[config.mk]
export PLATFORM = sky130hd
export DESIGN_NAME = lmem_port_arbiter
export DESIGN_NICKNAME = d
export VERILOG_FILES = /design/src/rtl/lmem_port_arbiter.sv
export SDC_FILE = /design/constraint.sdc
export NUM_CORES = 1
export LEC_CHECK = 0
export ABC_AREA = 1
export CORE_MARGIN = 2
export CORE_UTILIZATION = 39
export CTS_BUF_LIST = sky130_fd_sc_hd__clkbuf_8
export DETAILED_ROUTE_END_ITERATION = 8
export GPL_ROUTABILITY_DRIVEN = 0
export GPL_TIMING_DRIVEN = 0
export PLACE_DENSITY = 0.82
export SETUP_SLACK_MARGIN = 0.3
export SLEW_MARGIN = 5
export SYNTH_ARGS = -nofsm -noshare
export SYNTH_HDL_FRONTEND = slang
export SYNTH_SLANG_ARGS = --single-unit
[constraint.sdc]
create_clock -name clk -period 2.4 [get_ports clk]
set_input_delay 0.36 -clock clk [delete_from_list [all_inputs] [get_ports clk]]
set_output_delay 0.36 -clock clk [all_outputs]
set_load 0.01 [all_outputs]
[src/rtl/lmem_port_arbiter.sv]
// rtl/lmem_port_arbiter.sv - two-requester round-robin arbiter for the layer-memory port
//
// Purpose: shares one layer-memory port between R0 (conv writer) and R1
// (max-pool reader/writer). Round-robin with a per-grant burst limit and a
// lock input. Memory strobes are registered. Read data returns to the
// requester that issued the read, two cycles after the beat was accepted.
//
// Ports:
//   clk, reset                      clock, synchronous active-high reset
//   rX_req/we/lock/sel/addr/wdata   requester X beat fields (X = 0, 1)
//   rX_gnt                          requester X owns the port
//   rX_rvalid                       read data valid for requester X
//   rdata                           read data (cdata_rd passthrough)
//   cwr/caddr_wr/cdata_wr           memory write strobe, address, data
//   crd/caddr_rd/cdata_rd           memory read strobe, address, return data
//   csel                            memory select
module lmem_port_arbiter #(
  parameter int AW    = 12,
  parameter int DW    = 20,
  parameter int SW    = 3,
  parameter int BURST = 4
) (
  input  logic          clk,
  input  logic          reset,
  input  logic          r0_req,
  input  logic          r0_we,
  input  logic          r0_lock,
  input  logic [SW-1:0] r0_sel,
  input  logic [AW-1:0] r0_addr,
  input  logic [DW-1:0] r0_wdata,
  output logic          r0_gnt,
  output logic          r0_rvalid,
  input  logic          r1_req,
  input  logic          r1_we,
  input  logic          r1_lock,
  input  logic [SW-1:0] r1_sel,
  input  logic [AW-1:0] r1_addr,
  input  logic [DW-1:0] r1_wdata,
  output logic          r1_gnt,
  output logic          r1_rvalid,
  output logic [DW-1:0] rdata,
  output logic          cwr,
  output logic [AW-1:0] caddr_wr,
  output logic [DW-1:0] cdata_wr,
  output logic          crd,
  output logic [AW-1:0] caddr_rd,
  input  logic [DW-1:0] cdata_rd,
  output logic [SW-1:0] csel
);

  typedef enum logic [1:0] {NONE = 2'd0, OWN0 = 2'd1, OWN1 = 2'd2} owner_t;

  localparam logic [3:0] BURST_C = 4'(BURST);

  owner_t        owner_q, owner_d;
  logic          ptr_q, ptr_d;      // 0 favours R0 on a tie, 1 favours R1
  logic [3:0]    cnt_q, cnt_d;
  logic          cwr_q, crd_q;
  logic [AW-1:0] caddr_wr_q, caddr_rd_q;
  logic [DW-1:0] cdata_wr_q;
  logic [SW-1:0] csel_q;
  logic [1:0]    rd_tag_q;          // which requester issued the read now on crd
  logic [1:0]    rvalid_q;

  logic          acc0, acc1, acc;
  logic          acc_we;
  logic [SW-1:0] acc_sel;
  logic [AW-1:0] acc_addr;
  logic [DW-1:0] acc_wdata;
  logic [3:0]    cnt_inc, cnt_nxt;
  logic          at_burst;

  assign acc0 = r0_req & (owner_q == OWN0);
  assign acc1 = r1_req & (owner_q == OWN1);
  assign acc  = acc0 | acc1;

  assign acc_we    = acc1 ? r1_we    : r0_we;
  assign acc_sel   = acc1 ? r1_sel   : r0_sel;
  assign acc_addr  = acc1 ? r1_addr  : r0_addr;
  assign acc_wdata = acc1 ? r1_wdata : r0_wdata;

  // Count including this cycle's beat, so the limit is judged on the beat
  // that reaches it and the handoff lands on the very next edge.
  assign cnt_inc  = (cnt_q == BURST_C) ? cnt_q : 4'(cnt_q + 4'd1);
  assign cnt_nxt  = acc ? cnt_inc : cnt_q;
  assign at_burst = (cnt_nxt == BURST_C);

  // State register
  always_ff @(posedge clk) begin
    if (reset) begin
      owner_q <= NONE;
      ptr_q   <= 1'b0;
      cnt_q   <= 4'd0;
    end else begin
      owner_q <= owner_d;
      ptr_q   <= ptr_d;
      cnt_q   <= cnt_d;
    end
  end

  // Next-state logic
  always_comb begin
    owner_d = owner_q;
    ptr_d   = ptr_q;
    unique case (owner_q)
      NONE: begin
        if (r0_req && r1_req) owner_d = ptr_q ? OWN1 : OWN0;
        else if (r0_req)      owner_d = OWN0;
        else if (r1_req)      owner_d = OWN1;
      end
      OWN0: begin
        if (!r0_req || (r1_req && at_burst && !r0_lock)) begin
          owner_d = r1_req ? OWN1 : NONE;
          ptr_d   = 1'b1;
        end
      end
      OWN1: begin
        if (!r1_req || (r0_req && at_burst && !r1_lock)) begin
          owner_d = r0_req ? OWN0 : NONE;
          ptr_d   = 1'b0;
        end
      end
      default: owner_d = NONE;
    endcase
    cnt_d = (owner_d != owner_q) ? 4'd0 : cnt_nxt;
  end

  // Output decode from registered state only
  always_comb begin
    r0_gnt = 1'b0;
    r1_gnt = 1'b0;
    if (owner_q == OWN0) r0_gnt = 1'b1;
    if (owner_q == OWN1) r1_gnt = 1'b1;
  end

  // Memory-side pipeline: strobe one cycle after accept, rvalid one after that.
  always_ff @(posedge clk) begin
    if (reset) begin
      cwr_q      <= 1'b0;
      crd_q      <= 1'b0;
      caddr_wr_q <= '0;
      caddr_rd_q <= '0;
      cdata_wr_q <= '0;
      csel_q     <= '0;
      rd_tag_q   <= 2'b00;
      rvalid_q   <= 2'b00;
    end else begin
      cwr_q    <= acc & acc_we;
      crd_q    <= acc & ~acc_we;
      rd_tag_q <= {acc1 & ~r1_we, acc0 & ~r0_we};
      rvalid_q <= rd_tag_q;
      if (acc) begin
        csel_q <= acc_sel;
        if (acc_we) begin
          caddr_wr_q <= acc_addr;
          cdata_wr_q <= acc_wdata;
        end else begin
          caddr_rd_q <= acc_addr;
        end
      end
    end
  end

  assign cwr       = cwr_q;
  assign crd       = crd_q;
  assign caddr_wr  = caddr_wr_q;
  assign caddr_rd  = caddr_rd_q;
  assign cdata_wr  = cdata_wr_q;
  assign csel      = csel_q;
  assign r0_rvalid = rvalid_q[0];
  assign r1_rvalid = rvalid_q[1];
  assign rdata     = cdata_rd;

endmodule

* Word level (Yosys, flattened, before mapping)
Cells that the tools add are included.
** Operators by class
- Bitwise gates (word level) :: 10
- Divide/modulo/power cells :: 0
- Multiplexer cells :: 20
- Magnitude comparators :: 0
- $mul :: 0
- Equal/unequal tests :: 7
- Reduce and logical (&&, ||, !) cells :: 17
- Shift operators :: 0
- Add/sub/neg operators :: 1
** Operator list (count)
- two-way mux 20 bit :: 1
- two-way mux 2 bit :: 7
- two-way mux 12 bit :: 1
- equality test 4 x 3 -> 1 bit (second input constant) :: 2
- two-way mux 4 bit :: 2
- AND 1 bit :: 6
- two-way mux 1 bit :: 6
- one-hot mux 2 bit (3 select lines) :: 1
- logical AND 1 bit :: 5
- adder 4 x 1 -> 4 bit (second input constant) :: 1
- logical NOT 1 bit :: 4
- != test 2 x 1 -> 1 bit (second input constant) :: 2
- AND reduction 2 bit :: 2
- two-way mux 3 bit :: 1
- NOT 1 bit :: 3
- AND reduction 3 bit :: 1
- equality test 2 x 1 -> 1 bit (second input constant) :: 1
- equality test 2 bit (second input constant) :: 1
- logical NOT 2 bit :: 1
- logical OR 1 bit :: 2
- != test 2 bit :: 1
- one-hot mux 1 bit (2 select lines) :: 1
- nonzero test 2 bit :: 1
- OR reduction 2 bit :: 1
- OR 1 bit :: 1
** Storage, ports and cells
- ROM bits :: 0
- Memories kept :: 0
- Register bits after elaboration :: 60
- Memory bits (writable) :: 0
- Latch bits :: 0
- Input port bits :: 98
- Output and inout port bits :: 73
- Logic and storage cells :: 66

* Logic depth before layout (Yosys ltp)
Gate-level depths: netlist of the first run.
- Depth in word-level cells :: 12
- Gate-level depth with buffers :: 17
- Gate-level depth less buffers :: 17

* Worst setup path before layout of the first run
Ideal clock, no wire load.
- Kind :: flip-flop to flip-flop
- From :: register owner_q[0]
- To :: register cdata_wr_q[3], in the netlist cdata_wr[3]
- Required time :: 2272 ps
- Setup time :: 128 ps
- Slack :: 326 ps
- Buffers on the path :: 3
- Cell stages (with the launch flop) :: 12
- Arrival :: 1946 ps
- Clock period less this slack :: 2074 ps
- Cell sequence :: dfxtp_1 inv_1 ha_1 nand2_2 buf_2 or2_1 o21ai_2 or2_1 buf_4 buf_4 a21oi_1 nor2_1
** On the way
- Longest elaborated chain between the ends :: 4
- Elaborated cells on any way between the ends :: 8
- Classes of those cells :: 2 x eq/ne; 2 x mux; 3 x bitwise; 1 x reduce/logical
** RTL lines
- start: declaration :: line 55 : owner_t owner_q, owner_d;
- start signal: assignment :: line 95 : owner_q <= owner_d;
- equality test 2 x 1 -> 1 bit or equality test 2 bit (tied branches) :: line 73, 74
- AND 1 bit (on tied branches) :: line 73, 74
- OR 1 bit or two-way mux 1 bit (tied branches) :: line 75, 77
- AND reduction 2 bit (no source line)
- end signal: assignment :: line 156 : cdata_wr_q <= acc_wdata;
- end: declaration :: line 60 : logic [DW-1:0] cdata_wr_q;
Parallel ways exist; a longest one is shown, timed or not.
A chain may end at the register's enable or synchronous reset.

* Worst setup path in the final report of the first run
- From :: register owner_q[1]
- To :: register cnt_q[3]
** On the way
- Longest elaborated chain between the ends :: 12
- Elaborated cells on any way between the ends :: 22
- Classes of those cells :: 4 x eq/ne; 7 x mux; 3 x bitwise; 8 x reduce/logical
** RTL lines
- equality test 2 x 1 -> 1 bit or equality test 2 bit (tied branches) :: line 73, 105, 74
- AND 1 bit (on tied branches) :: line 73, 74
- OR 1 bit :: line 75 : assign acc = acc0 | acc1;
- two-way mux 4 bit :: line 85 : assign cnt_nxt = acc ? cnt_inc : cnt_q;
- equality test 4 x 3 -> 1 bit :: line 86 : assign at_burst = (cnt_nxt == BURST_C);
- logical AND 1 bit (on tied branches) (2 in a row) :: line 118, 112
- logical OR 1 bit (on tied branches) :: line 118, 112
- two-way mux 2 bit (on tied branches) :: line 118, 112
- one-hot mux 2 bit (3 select lines) :: line 105 : unique case (owner_q)
- != test 2 bit :: line 125 : cnt_d = (owner_d != owner_q) ? 4'd0 : cnt_nxt;
- OR reduction 2 bit (no source line)
- end signal: assignment :: line 97 : cnt_q <= cnt_d;
- end: declaration :: line 57 : logic [3:0] cnt_q, cnt_d;
Parallel ways exist; a longest one is shown, timed or not.

==> results of run 1 <==
==> per-layer routing <==
layer	vias to the layer above	routed length, um	track usage
met5	-	0	0
met4	0	200	0.0745
met3	19	702	0.0543
met2	144	5140	0.400
met1	1572	4010	0.255
li1	1691	-	-
==> worst max-delay path: cells and delay by family (launching register included) <==
kind / cells / cell delay [ps]
AND/OR/NAND/NOR: 14 / 1340
adder cells (fa/ha/maj): 1 / 190
buffers and inverters: 1 / 120
flip-flops: 1 / 420
==> cells in the mapped netlist (4+ instances only) <==
cell,count,area (sq um)
ha_1,6,75.1
nand3_1,19,95.1
buf_4,23,173
nor3_1,5,25.0
nor2_1,38,143
inv_1,33,124
nand2_1,118,443
clkbuf_1,14,52.6
o21ai_0,11,55.1
o21ai_1,5,25.0
a21oi_1,72,360
buf_2,4,20.0
dfxtp_1,60,1200
==> metrics by stage <==
| step | util | power, W | TNS (ps) |
|---|---|---|---|
| 2_1_floorplan | - | 0.00145 | 0 |
| 5_1_grt | 0.690 | 0.00281 | 0 |
| 6_report | 0.690 | 0.00269 | 0 |
| 3_5_place_dp | 0.624 | 0.00180 | -7530 |
| 3_3_place_gp | 0.624 | 0.00178 | -6140 |
| 4_1_cts | 0.656 | 0.00260 | 0 |
==> registers in the layout (all words and copies together), names as in the netlist <==
register and count:
rd_tag_q 2, crd 1, ptr_q 1, caddr_wr 12
csel 3, cdata_wr 20, caddr_rd 12, owner_q 2
cnt_q 4, cwr 1, rvalid_q 2
==> worst max-delay path by stage <==
stage / start / end / slack, ps / depth (start not counted)
2_1_floorplan: owner_q[0] / cdata_wr[3] / 330 / 11
3_5_place_dp: r1_req / cdata_wr[16] / -270 / 11
5_1_grt: owner_q[0] / cnt_q[0] / 140 / 17
6_report: owner_q[1] / cnt_q[3] / 260 / 16
4_1_cts: owner_q[1] / cnt_q[3] / 310 / 16
3_3_place_gp: r1_req / cdata_wr[14] / -220 / 11
==> where the power goes <==
part	leakage [nW]	internal [W]	total, W	switching (W)
Clock	0.0930	0.000390	0.000777	0.000387
Combinational	1.48	0.000418	0.000809	0.000390
Sequential	0.488	0.00106	0.00110	0.0000428
Total	2.06	0.00187	0.00269	0.000820
==> layout by cell type, fill, tap and decap left out, drive strengths merged <==
cell / instances
a211oi: 1
a21oi: 72
buf: 44
clkbuf: 24
clkdlybuf4s50: 147
clkinv: 4
clkinvlp: 2
dfxtp: 60
dlymetal6s2s: 2
ha: 6
inv: 34
nand2: 122
nand3: 22
nand4: 2
nor2: 38
nor3: 5
o21ai: 17
or2: 3
==> what timing repair did <==
action                     in CTS  in global routing
hold endpoints to repair        0                  0
pin swaps                       1                 13
buffers inserted                1                 13
setup endpoints to repair      53                 42
resized for setup              15                 43
hold buffers                    0                  0
==> area by class of cell <==
type	count	area, sq um	area share
timing repair buffer	163	1600	0.318
multi-input combinational	288	1490	0.297
sequential	60	1210	0.240
buffer	44	290	0.0577
inverter	34	146	0.0291
clock buffer	10	138	0.0273
tap	99	124	0.0246
clock inverter	6	31.3	0.00621
==> logic make-up after synthesis <==
kind of cell	count (synthesis)
DFF	60
and+or+nand+nor	192
AOI/OAI and AO/OA	90
buffers and inverters	78
adders and majority gates	6
==> metrics.md, run 1 <==
| Metric | Value |
|---|---|
| Antenna-violating nets left | 0 |
| Flop2flop setup slack | between 200 and 300 ps |
| Worst min path class | reg -> reg |
| Die area | 8240 sq um |
| Layout cells sized above 1 | 0.169 |
| Mux cell area share after synthesis | 0 |
| Post-synth EDFFs | 0 |
| Hold-critical path depth | 2 |
| Port bufs | between 100 and 150 |
| Post-Syn Area | slightly below 3000 sq um |
| DP Worst Slack | -271 ps |
| Global-route wire length before repair | around 15 mm |
| Hold slack | between 400 and 500 ps |
| Top Ports | 171 |
| TritonCTS clock tree | yes |
| Clock skew | between 3 and 4 ps |
| Layout area overhead | 71.3% |
| P per Cell Area | approximately 530 nW/um^2 |
| Setup WS post-layout | around 260 ps |
| Max Buffers Root-to-Sink | 2 |
| TritonCTS Buffers | 9 |
| Clk sinks | 60 |
| Outcome | finished, final reports clean |
| Worst endpoint required time | about 2700 ps |
| Via count | 3426 |
| R2R cell count | 16 |
| Initial antenna violation count | 0 |
| Most used DFF post-synth | dfxtp_1 |
| RSZ-0062 raised after global routing | yes |
| Fin crit share | 0.893 |
| Congestion Overflow GR | 0 |
| Clk Tree Root Cell | clkbuf_8 |
| Net Count, Synth | 530 |
| Largest net degree at the start of global routing | 11 |
| Worst slew margin | 0.597 |
| Setup crit start kind | register |
| # fillers | just over 600 |
| Via/cell ratio | 4.87 |
| WS Path Type | reg -> reg |
| Die Y | 90.8 um |
| Placed wire-length estimate | 7.21 mm |
| Iter 0 DRT Violations | around 130 |
| Fin. max-slew vios | 0 |
| # nets final | slightly above 700 |
| Clk Latency, worst-skew pair | about 340 ps |
| Top cell by count, worst path | nand2_2 |
| FP Rows | 31 |
| Placed insts | approximately 670 |
| Reg2Reg Capture Point | cnt_q[3] |
| Cell Chain, Critical Path | ha_4 > nand2_4 > nand2_4 > buf_8 > nand2_2 > nand2_2 > nand3_4 > nand4_1 > nand2_1 > nand2_1 > nand2_1 > nand2_2 > nand2_2 > nand2_2 > nand3_4 > nor3_2 |
| Worst-Margin Slew | 604 ps |
| Sequential fraction of the synthesis area | 0.409 |
| Yosys warns | 0 |
| Distinct cells, synth | 22 |
| Crit path DAT | ~2400 ps |
| Complex-gate fraction of the synthesized area | 0.155 |
| N_diodes | 0 |
| Critical-path maximum fanout | 6 |
| Synth Area in XOR/XNOR | 0 |
| Largest family of logic cells by synthesized area | simple AND/OR/NAND/NOR gates |
| Detailed Routing Iterations Pass 1 | 4 |
| Core area | ~7300 sq um |
| CP Capture Type | register |
| Leakage | between 2 and 2.5 nW |
| Routed WL per cell | 14.3 um |
| Vias in the first global route | about 3200 |
| H-tree levels | 3 |
| Placed inst area | 4550 sq um |
| Die Width | 90.8 um |
| Slowest cell on crit path | dfxtp_4 |
| GR Util All Layers | 0.221 |
| Max Clk Rate | around 0.47 GHz |
| Post-synthesis register bit count | 60 |
| Maximum vdd ir drop | approximately 0.30 mV |
| Synth Area in Adders | 0.0256 |
| Reg2Reg Launch Point | owner_q[1] |
| Final hold viol count | 0 |
| Final setup fails | 0 |
| Asr flop ratio synth | 0 |
| Hold path startpoint | rd_tag_q[0] |
| Cell area after layout | 5030 sq um |
| Avg Cell Area, Syn | 6.90 sq um |
| Final min period | around 2100 ps |
| Clock-pin slew on the worst setup and hold paths | 60 ps |
| Post-Synthesis Cells | roughly 430 |
| Max_cap viols | 0 |
| DRC viols | 0 |
| Layout Cells excl Fill | around 700 |
| Hold EP | rvalid_q[0] |
| Post-Route WL | around 10 mm |
| Starting density of the core | 0.403 |
| Simple-gate share of the synthesized area | 0.271 |
| CP max stage delay | around 420 ps |
(Power assumes the default switching activity.)
==> run 2: changes to the inputs <==
ABC_CLOCK_PERIOD_IN_PS = 2400   (was not set)
==> results of run 2 <==
Same layout as run 1: the final DEF is identical, and so are final timing and power.
